`src/rtl/load_store_unit_pkg.sv`:
```
// Shared types for the load/store unit: FSM states, access-size encodings,
// captured request fields and the alignment rule.
package load_store_unit_pkg;

  typedef enum logic [2:0] {
    IDLE,
    RD_ISSUE,
    RD_WAIT,
    WR_ISSUE,
    RESP
  } state_t;

  localparam logic [1:0] SZ_BYTE = 2'b00;
  localparam logic [1:0] SZ_HALF = 2'b01;
  localparam logic [1:0] SZ_WORD = 2'b10;

  typedef struct packed {
    logic       we;
    logic [1:0] size;
    logic       is_unsigned;
  } req_t;

  // Size 11 is treated as a fault together with misalignment.
  function automatic logic size_fault(input logic [1:0] size, input logic [1:0] offset);
    case (size)
      SZ_BYTE: size_fault = 1'b0;
      SZ_HALF: size_fault = offset[0];
      SZ_WORD: size_fault = |offset;
      default: size_fault = 1'b1;
    endcase
  endfunction

endpackage

```
`src/rtl/load_store_unit_if.sv`:
```
// Core request/response and data-memory bus of the load/store unit.
interface load_store_unit_if #(
  parameter int ADDR_W = 32
);
  logic              req_valid;
  logic              req_ready;
  logic              req_we;
  logic [1:0]        req_size;
  logic              req_unsigned;
  logic [ADDR_W-1:0] req_addr;
  logic [31:0]       req_wdata;
  logic              resp_valid;
  logic [31:0]       resp_rdata;
  logic              resp_err;
  logic [31:0]       mem_address;
  logic [31:0]       mem_wdata;
  logic              mem_memread;
  logic              mem_memwrite;
  logic [31:0]       mem_rdata;

  modport slave (
    input  req_valid, req_we, req_size, req_unsigned, req_addr, req_wdata, mem_rdata,
    output req_ready, resp_valid, resp_rdata, resp_err,
           mem_address, mem_wdata, mem_memread, mem_memwrite
  );

  modport master (
    output req_valid, req_we, req_size, req_unsigned, req_addr, req_wdata, mem_rdata,
    input  req_ready, resp_valid, resp_rdata, resp_err,
           mem_address, mem_wdata, mem_memread, mem_memwrite
  );
endinterface

```
`src/rtl/lsu_lane_align.sv`:
```
// Combinational byte-lane logic: load extract + sign/zero extend, and the
// store merge of a byte/halfword into the word read back from memory.
module lsu_lane_align
  import load_store_unit_pkg::*;
(
  input  logic [1:0]  size,
  input  logic        is_unsigned,
  input  logic [1:0]  offset,
  input  logic [31:0] mem_word,
  input  logic [31:0] store_data,
  output logic [31:0] load_data,
  output logic [31:0] merged
);
  logic [7:0]  byte_sel;
  logic [15:0] half_sel;
  logic [3:0]  lane_en;

  assign byte_sel = mem_word[{offset, 3'b000} +: 8];
  assign half_sel = mem_word[{offset[1], 4'b0000} +: 16];

  always_comb begin
    load_data = mem_word;
    lane_en   = 4'b1111;
    case (size)
      SZ_BYTE: begin
        load_data = {{24{~is_unsigned & byte_sel[7]}}, byte_sel};
        lane_en   = 4'b0001 << offset;
      end
      SZ_HALF: begin
        load_data = {{16{~is_unsigned & half_sel[15]}}, half_sel};
        lane_en   = offset[1] ? 4'b1100 : 4'b0011;
      end
      default: ;
    endcase
  end

  for (genvar i = 0; i < 4; i++) begin : g_lane
    logic [7:0] src;
    // Store data is right-aligned, so sub-word sources repeat across lanes.
    always_comb begin
      case (size)
        SZ_BYTE: src = store_data[7:0];
        SZ_HALF: src = store_data[8*(i%2) +: 8];
        default: src = store_data[8*i +: 8];
      endcase
    end
    assign merged[8*i +: 8] = lane_en[i] ? src : mem_word[8*i +: 8];
  end
endmodule

```
`src/rtl/load_store_unit.sv`:
```
// Load/store unit: accepts one request at a time from the core, checks it,
// and sequences word reads, word writes or read-modify-write to data memory.
module load_store_unit
  import load_store_unit_pkg::*;
#(
  parameter int MEM_WORDS = 64,
  parameter int ADDR_W    = 32
) (
  input  logic clk,
  input  logic rst_n,
  load_store_unit_if.slave bus
);
  state_t            state, state_nxt;
  req_t              req_q;
  logic [ADDR_W-1:0] addr_q;
  logic              err_q;
  logic [31:0]       rdata_q;
  logic [31:0]       wdata_q;
  logic              accept;
  logic              req_err;
  logic [31:0]       load_data;
  logic [31:0]       merged;

  assign accept  = (state == IDLE) && bus.req_valid;
  assign req_err = size_fault(bus.req_size, bus.req_addr[1:0]) ||
                   ((bus.req_addr >> 2) >= ADDR_W'(MEM_WORDS));

  always_ff @(posedge clk) begin
    if (!rst_n) state <= IDLE;
    else        state <= state_nxt;
  end

  always_comb begin
    state_nxt        = state;
    bus.req_ready    = 1'b0;
    bus.resp_valid   = 1'b0;
    bus.resp_rdata   = 32'h0;
    bus.resp_err     = 1'b0;
    bus.mem_memread  = 1'b0;
    bus.mem_memwrite = 1'b0;
    case (state)
      IDLE: begin
        bus.req_ready = 1'b1;
        if (bus.req_valid) begin
          if (req_err)                            state_nxt = RESP;
          else if (bus.req_we && bus.req_size == SZ_WORD) state_nxt = WR_ISSUE;
          else                                    state_nxt = RD_ISSUE;
        end
      end
      RD_ISSUE: begin
        bus.mem_memread = 1'b1;
        state_nxt       = RD_WAIT;
      end
      RD_WAIT:  state_nxt = req_q.we ? WR_ISSUE : RESP;
      WR_ISSUE: begin
        bus.mem_memwrite = 1'b1;
        state_nxt        = RESP;
      end
      RESP: begin
        bus.resp_valid = 1'b1;
        bus.resp_rdata = rdata_q;
        bus.resp_err   = err_q;
        state_nxt      = IDLE;
      end
      default: state_nxt = IDLE;
    endcase
  end

  // rdata_q is cleared on every acceptance so stores and errors answer 0.
  always_ff @(posedge clk) begin
    if (!rst_n) begin
      req_q   <= '0;
      addr_q  <= '0;
      err_q   <= 1'b0;
      rdata_q <= '0;
      wdata_q <= '0;
    end else begin
      if (accept) begin
        req_q   <= '{we: bus.req_we, size: bus.req_size, is_unsigned: bus.req_unsigned};
        addr_q  <= bus.req_addr;
        err_q   <= req_err;
        rdata_q <= '0;
        wdata_q <= bus.req_wdata;
      end
      if (state == RD_WAIT) begin
        if (req_q.we) wdata_q <= merged;
        else          rdata_q <= load_data;
      end
    end
  end

  assign bus.mem_address = 32'(addr_q >> 2);
  assign bus.mem_wdata   = wdata_q;

  lsu_lane_align u_align (
    .size        (req_q.size),
    .is_unsigned (req_q.is_unsigned),
    .offset      (addr_q[1:0]),
    .mem_word    (bus.mem_rdata),
    .store_data  (wdata_q),
    .load_data   (load_data),
    .merged      (merged)
  );
endmodule

```
`src/flat_wrapper.sv`:
```
// flat-port wrapper written by rule: the top's interface ports become plain ports
module load_store_unit_flat import load_store_unit_pkg::*;
#(
  parameter int MEM_WORDS = 64,
  parameter int ADDR_W    = 32
)
  (clk, rst_n, bus_req_valid, bus_req_we, bus_req_size, bus_req_unsigned, bus_req_addr, bus_req_wdata, bus_mem_rdata, bus_req_ready, bus_resp_valid, bus_resp_rdata, bus_resp_err, bus_mem_address, bus_mem_wdata, bus_mem_memread, bus_mem_memwrite);
  load_store_unit_if #(.ADDR_W(ADDR_W)) bus_i ();
  input  logic clk;
  input  logic rst_n;
  input wire logic [$bits(bus_i.req_valid)-1:0] bus_req_valid;
  input wire logic [$bits(bus_i.req_we)-1:0] bus_req_we;
  input wire logic [$bits(bus_i.req_size)-1:0] bus_req_size;
  input wire logic [$bits(bus_i.req_unsigned)-1:0] bus_req_unsigned;
  input wire logic [$bits(bus_i.req_addr)-1:0] bus_req_addr;
  input wire logic [$bits(bus_i.req_wdata)-1:0] bus_req_wdata;
  input wire logic [$bits(bus_i.mem_rdata)-1:0] bus_mem_rdata;
  output wire logic [$bits(bus_i.req_ready)-1:0] bus_req_ready;
  output wire logic [$bits(bus_i.resp_valid)-1:0] bus_resp_valid;
  output wire logic [$bits(bus_i.resp_rdata)-1:0] bus_resp_rdata;
  output wire logic [$bits(bus_i.resp_err)-1:0] bus_resp_err;
  output wire logic [$bits(bus_i.mem_address)-1:0] bus_mem_address;
  output wire logic [$bits(bus_i.mem_wdata)-1:0] bus_mem_wdata;
  output wire logic [$bits(bus_i.mem_memread)-1:0] bus_mem_memread;
  output wire logic [$bits(bus_i.mem_memwrite)-1:0] bus_mem_memwrite;
  assign bus_i.req_valid = bus_req_valid;
  assign bus_i.req_we = bus_req_we;
  assign bus_i.req_size = bus_req_size;
  assign bus_i.req_unsigned = bus_req_unsigned;
  assign bus_i.req_addr = bus_req_addr;
  assign bus_i.req_wdata = bus_req_wdata;
  assign bus_i.mem_rdata = bus_mem_rdata;
  assign bus_req_ready = bus_i.req_ready;
  assign bus_resp_valid = bus_i.resp_valid;
  assign bus_resp_rdata = bus_i.resp_rdata;
  assign bus_resp_err = bus_i.resp_err;
  assign bus_mem_address = bus_i.mem_address;
  assign bus_mem_wdata = bus_i.mem_wdata;
  assign bus_mem_memread = bus_i.mem_memread;
  assign bus_mem_memwrite = bus_i.mem_memwrite;
  load_store_unit #(.MEM_WORDS(MEM_WORDS), .ADDR_W(ADDR_W)) u_core (.clk(clk), .rst_n(rst_n), .bus(bus_i));
endmodule
```
`config.mk`:
```
export PLATFORM = sky130hd
export DESIGN_NAME = load_store_unit_flat
export DESIGN_NICKNAME = d
export VERILOG_FILES = /design/src/rtl/load_store_unit_pkg.sv /design/src/rtl/load_store_unit_if.sv /design/src/rtl/lsu_lane_align.sv /design/src/rtl/load_store_unit.sv /design/src/flat_wrapper.sv
export SDC_FILE = /design/constraint.sdc
export NUM_CORES = 1
export LEC_CHECK = 0
export BUFFER_PORTS_ARGS = -buffer_cell sky130_fd_sc_hd__buf_2
export CAP_MARGIN = 20
export CORE_ASPECT_RATIO = 1.2
export CORE_MARGIN = 2
export CORE_UTILIZATION = 54
export CTS_CLUSTER_DIAMETER = 100
export DETAILED_ROUTE_END_ITERATION = 6
export HOLD_SLACK_MARGIN = 0.03
export PLACE_DENSITY = 0.86
export SETUP_SLACK_MARGIN = 0.15
export SYNTH_ARGS = -nofsm -noshare
export SYNTH_HDL_FRONTEND = slang
export SYNTH_SLANG_ARGS = --single-unit
```
`constraint.sdc`:
```
create_clock -name clk -period 4.74 [get_ports clk]
set_clock_uncertainty 0.1 [all_clocks]
set_input_delay 0.237 -clock clk [delete_from_list [all_inputs] [get_ports clk]]
set_output_delay 0.237 -clock clk [all_outputs]
set_load 0.005 [all_outputs]
```
Yosys cells after proc, flatten, opt, wreduce, memory -nomap -nowiden:

Cells that the tools add are included.

* magnitude comparators: 1
* equality and inequality tests: 12
* shift-type cells: 3
* mux-type cells: 28
* bitwise gates (word level): 3
* reduce and logical (&&, ||, !) cells: 8

Operators with widths (number)
* $mux 32: 7
* $pmux 32 s2: 1
* $mux 8: 6
* $shiftx 32x6->16: 1
* $shiftx 32x6->8: 1
* $ge 30x7->1 const B: 1
* $pmux 8 s2: 1
* $pmux 3 s4: 1
* $mux 3: 3
* $ne 4x4->1 const B: 2
* $pmux 4 s2: 1
* $eq 3x2->1 const B: 2
* $mux 1: 5
* $ne 5x5->1 const B: 1
* $eq 2x1->1 const B: 2
* $logic_not 2->1: 2
* $mux 4: 1
* $reduce_or 2->1: 2
* $shl 1x2->4 const A: 1
* $eq 3x1->1 const B: 1
* $eq 3x3->1 const B: 1
* $logic_not 3->1: 1
* $ne 3x3->1 const B: 1
* $pmux 1 s3: 1
* 7 further kinds: 9

* register bits after elaboration: 104

Logic depth before layout (Yosys ltp):

* word-level depth: 6
* depth in mapped cells: 7
* mapped depth without buffers: 4

By module:

Synthesis repeated with hierarchy kept, for this count alone.

* cells, all modules: 787
* area total of the unflattened synthesis: 6362.4 um^2

Modules (own cells, without submodules)
* load_store_unit: times used 1, cells each 589, area each 4747.1 um^2
* lsu_lane_align: times used 1, cells each 198, area each 1615.3 um^2

Least setup slack after synthesis:

OpenSTA, ideal clock, no wires.

* path kind: register to register
* start: register u_core.state[0]
* end: register u_core.rdata_q[15]
* setup time: 0.122 ns
* arrival: 1.535 ns
* required time: 4.518 ns
* setup slack: 2.984 ns
* stages on the path, launching flop included: 6
* buffers on the path: 3
* clock period less this slack: 1.756 ns
* path through: dfxtp_1 buf_6 or4b_1 buf_6 buf_6 o311a_1

* cells in the longest elaborated chain, start to end: 5
* elaborated cells between the ends (all ways): 6
* those cells by class: 1 x eq/ne; 3 x mux; 2 x reduce/logical

Ends and longest elaborated chain
* start: declaration: line load_store_unit.sv:13 `state_t state, state_nxt;`
* start signal: assignment: line load_store_unit.sv:30 `else state <= state_nxt;`
* $logic_not 3->1: line load_store_unit.sv:24 `assign accept = (state == IDLE) && bus.req_valid;`
* $logic_and 1x1->1: line load_store_unit.sv:24
* $mux 32: line load_store_unit.sv:78 `if (accept) begin`
* $mux 32: line load_store_unit.sv:86 `if (req_q.we) wdata_q <= merged;`
* $mux 32 (*): line load_store_unit.sv:85 `if (state == RD_WAIT) begin`
* end signal: assignment: line load_store_unit.sv:87 `else rdata_q <= load_data;`
* end: declaration: line load_store_unit.sv:17 `logic [31:0] rdata_q;`

Mark *: on every way between the ends. The rest lies on a longest branch, timed or not.
A chain may end at the register's enable or synchronous reset.

Worst setup path in the final report:

* start: register u_core.req_q[2] in the netlist's numbering
* end: register u_core.wdata_q[28], in the netlist u_core.bus.mem_wdata[28]

* cells in the longest elaborated chain, start to end: 5
* elaborated cells between the ends (all ways): 8
* those cells by class: 2 x eq/ne; 5 x mux; 1 x reduce/logical

Ends and longest elaborated chain
* start: declaration: line load_store_unit.sv:14 `req_t req_q;`
* start signal: assignment: line load_store_unit.sv:79 `req_q <= '{we: bus.req_we, size: bus.req_size, is_unsigned: bus.req_unsigned};`
* $eq 2x1->1 or $logic_not 2->1 (tied branches): line lsu_lane_align.sv:24, lsu_lane_align.sv:41
* $pmux 8 s2 or $pmux 4 s2 (tied branches): line lsu_lane_align.sv:41, lsu_lane_align.sv:24
* $mux 8: line lsu_lane_align.sv:47 `assign merged[8*i +: 8] = lane_en[i] ? src : mem_word[8*i +: 8];`
* $mux 32: line load_store_unit.sv:86
* $mux 32: line load_store_unit.sv:85
* end signal: assignment: line load_store_unit.sv:83 `wdata_q <= bus.req_wdata;`
* end signal: assignment: line load_store_unit.sv:86
* end: declaration: line load_store_unit.sv:18 `logic [31:0] wdata_q;`

Several ways; a longest one is shown, not always the timed one.

==> summary.txt <==
STA
  – Worst slew pin tran: roughly 1000 ps
  – Worst relative slew slack: 31.0%
  – Min Tclk post-route: 2800 ps
  – Final setup TNS: 0 ps
  – Max Clock Freq: about 0.36 GHz
  – RSZ-0062 raised after global routing: false
  – Final setup vio count: 0
  – Slew Limit Fails: 0
  – Hold Vio Cnt, Final: 0
  – Fin crit share: 59.2%

Worst setup path
  – Worst setup SP type: flip-flop
  – Worst-path maximum fanout: 27
  – Reg2reg path depth: 5
  – Worst Path Required: 4910 ps
  – R2R Path Start: u_core.req_q[2]
  – Crit path capture type: flip-flop
  – Kind of critical path: flip-flop to flip-flop
  – Worst path arrival time: 2980 ps
  – Crit path from: u_core.req_q[2]

Pwr
  – VDD IR max: around 0.15 mV
  – P_leak: about 3.4 nW
  – Pwr dens: slightly below 300 nW/µm²
  – Tot Pwr: about 2.0 mW

Logic synthesis
  – Synth warn: 0
  – Seq cells post-synth: between 100 and 150
  – Netlist cell types: 50
  – Synth top area share: 36.8%
  – Sequential share of the synthesized area: 36.8%
  – Fraction of registers with async set/reset: 0%
  – Synth top cells by count: nand2_1, dfxtp_1, a21boi_0
  – Avg Cell Area, Syn: ~8.1 µm²
  – Synthesized cell area: 5660 µm²
  – Post-synth top flop: dfxtp_1
  – Main area contributors after synthesis: dfxtp_1, nand2_1, a21boi_0
  – Most common cell in the netlist: nand2_1
  – EDFF count, synth: 0
  – Cells after Synth: 697
  – Cell taking the most area after synthesis: dfxtp_1

GRT
  – Total Routing Usage GR: 30.0%
  – Busiest grt layer: met2
  – First-pass GRT wire length: between 20,000 and 30,000 µm
  – Initial antenna violation count: 1
  – Grt ovf: 0
  – Met2 usage in global routing: between 50 and 60%
  – Largest net degree at the start of global routing: 90
  – Vias in the first global route: 5,450
  – Met1 Use GR: between 30% and 40%
  – Met3 usage: around 6.5%

Route
  – Residual DRC: 0
  – Routed Antenna Nets: 0
  – Routed WL: approximately 18,000 µm
  – Wire length per cell: 18.5 µm
  – Via/cell ratio: 6.05
  – Via count: 5,792
  – Drt pass-1 iters: 7
  – DR iter-0 viols: 491

CTS
  – Clock Sinks: 104
  – Clock transition at path regs: 70 ps
  – Clock Tree Root: clkbuf_16
  – Clk buf depth: 2
  – Num CTS Buffers: 9
  – H-Tree Level Count: 3
  – PostCTS Resize Cnt: 0
  – Worst-Skew Late Latency: 340 ps
  – CTS tree: done

Run
  – Max capacitance violation total: 0

Floorplan
  – Row count: 40
  – Chip height: 116 µm
  – Die X: 97.5 µm
  – I/O Pins: ~200
  – Initial core utilization: 56.0%
  – Core area: between 10,000 and 15,000 µm²
  – Full die area: around 11,000 µm²

Placement
  – Port-buffer cells: roughly 200
  – Dpl hpwl: 12,800 µm
  – GP Congestion: 0.935

Cells and area
  – Area growth, synth to finish: 18.2%
  – Share of cells above drive strength 1: approximately 29%
  – Nets@finish: around 930
  – # fillers: 884

Worst hold path
  – WHS Path Cells: 3
  – Startpoint of the worst hold path: bus_req_addr[13]
  – Worst min path class: input port to flip-flop

Outcome
  – Status: completed
==> worst max-delay path: stages (launching register included) <==
cell      delay, ps
dfxtp_1         880
buf_4           430
and3b_1         230
o21ai_1         690
a22oi_1         170
a21boi_0        210
==> layout make-up <==
class	count	area [µm²]	share of cell area [%]
multi-input cells	497	3050	45.5
flip-flops and latches	104	2080	31.1
repair buffers	209	1090	16.3
clock buffers	11	243	3.63
well taps	126	158	2.36
clock inverters	4	55.1	0.822
inverters	5	18.8	0.280
diodes	1	2.50	0.0374
==> logic make-up (layout without fill, tap and decap cells) <==
group	count (synthesis)	in the layout	synth area share (%)
compound gates	211	211	26.8
other cells	1	3	0.0662
flops	104	104	36.8
mux	22	22	4.29
simple gates	262	262	22.4
buf+inv	97	229	9.74
==> what timing repair did <==
action / CTS / global route
hold buffers: 1 / 0
endpoints found under the hold margin: 1 / 0
setup buffers: 0 / 0
==> stage by stage <==
step           area (µm²)  worst slack, ps  utilization [%]  instances  hold WS (ps)
6_report             6690             1940             66.2        957          39.1
5_1_grt              6690             1730             66.2        957          42.5
4_1_cts              6660             2010             65.9        955          36.1
3_5_place_dp         6360             2030             62.9        939           346
3_3_place_gp         6360             2090             62.9        939           338
2_1_floorplan        5670             2980                -        698           269
==> worst paths after layout <==
check / to / slack, ps
setup / recovery: u_core.bus.mem_wdata[28] / 1940
hold / removal: u_core.addr_q[13] / 40
setup reg to reg: u_core.bus.mem_wdata[28] / 1940
hold reg to reg: u_core.addr_q[30] / 350
==> metal layers <==
layer	routed length, µm	vias to the layer above
li1	-	2719
met1	6810	2701
met2	8710	321
met3	1450	51
met4	692	0
met5	0	-
==> cell usage in the layout, fill, tap and decap left out, types with 5 or more instances in the layout <==
master and n:
a211oi_1 8, a21boi_0 44, a21boi_1 6, a21o_1 31, a21oi_1 39, a221oi_1 8
a22oi_1 14, and3_1 35, buf_2 201, buf_4 6, clkbuf_16 9, dfxtp_1 104
inv_1 5, mux2_2 8, mux2i_1 13, nand2_1 142, nand3_1 16, nor2_1 17
nor2b_1 11, nor3_1 6, nor3b_1 8, nor4_1 7, o211ai_1 12, o21ai_0 11
o221ai_1 14, o311a_1 8, or3_1 7
==> power by group <==
| part | internal, mW | total (mW) | switching (mW) |
|---|---|---|---|
| Clock | 0.423 | 0.743 | 0.320 |
| Combinational | 0.126 | 0.296 | 0.171 |
| Sequential | 0.911 | 0.948 | 0.0371 |
| Total | 1.46 | 1.99 | 0.528 |
==> flip-flops by register name, summed over array words and instances, names as in the netlist <==
name / cells
u_core.addr_q: 32
u_core.bus.mem_wdata: 32
u_core.err_q: 1
u_core.rdata_q: 32
u_core.req_q: 4
u_core.state: 3
(Power assumes the default switching activity.)
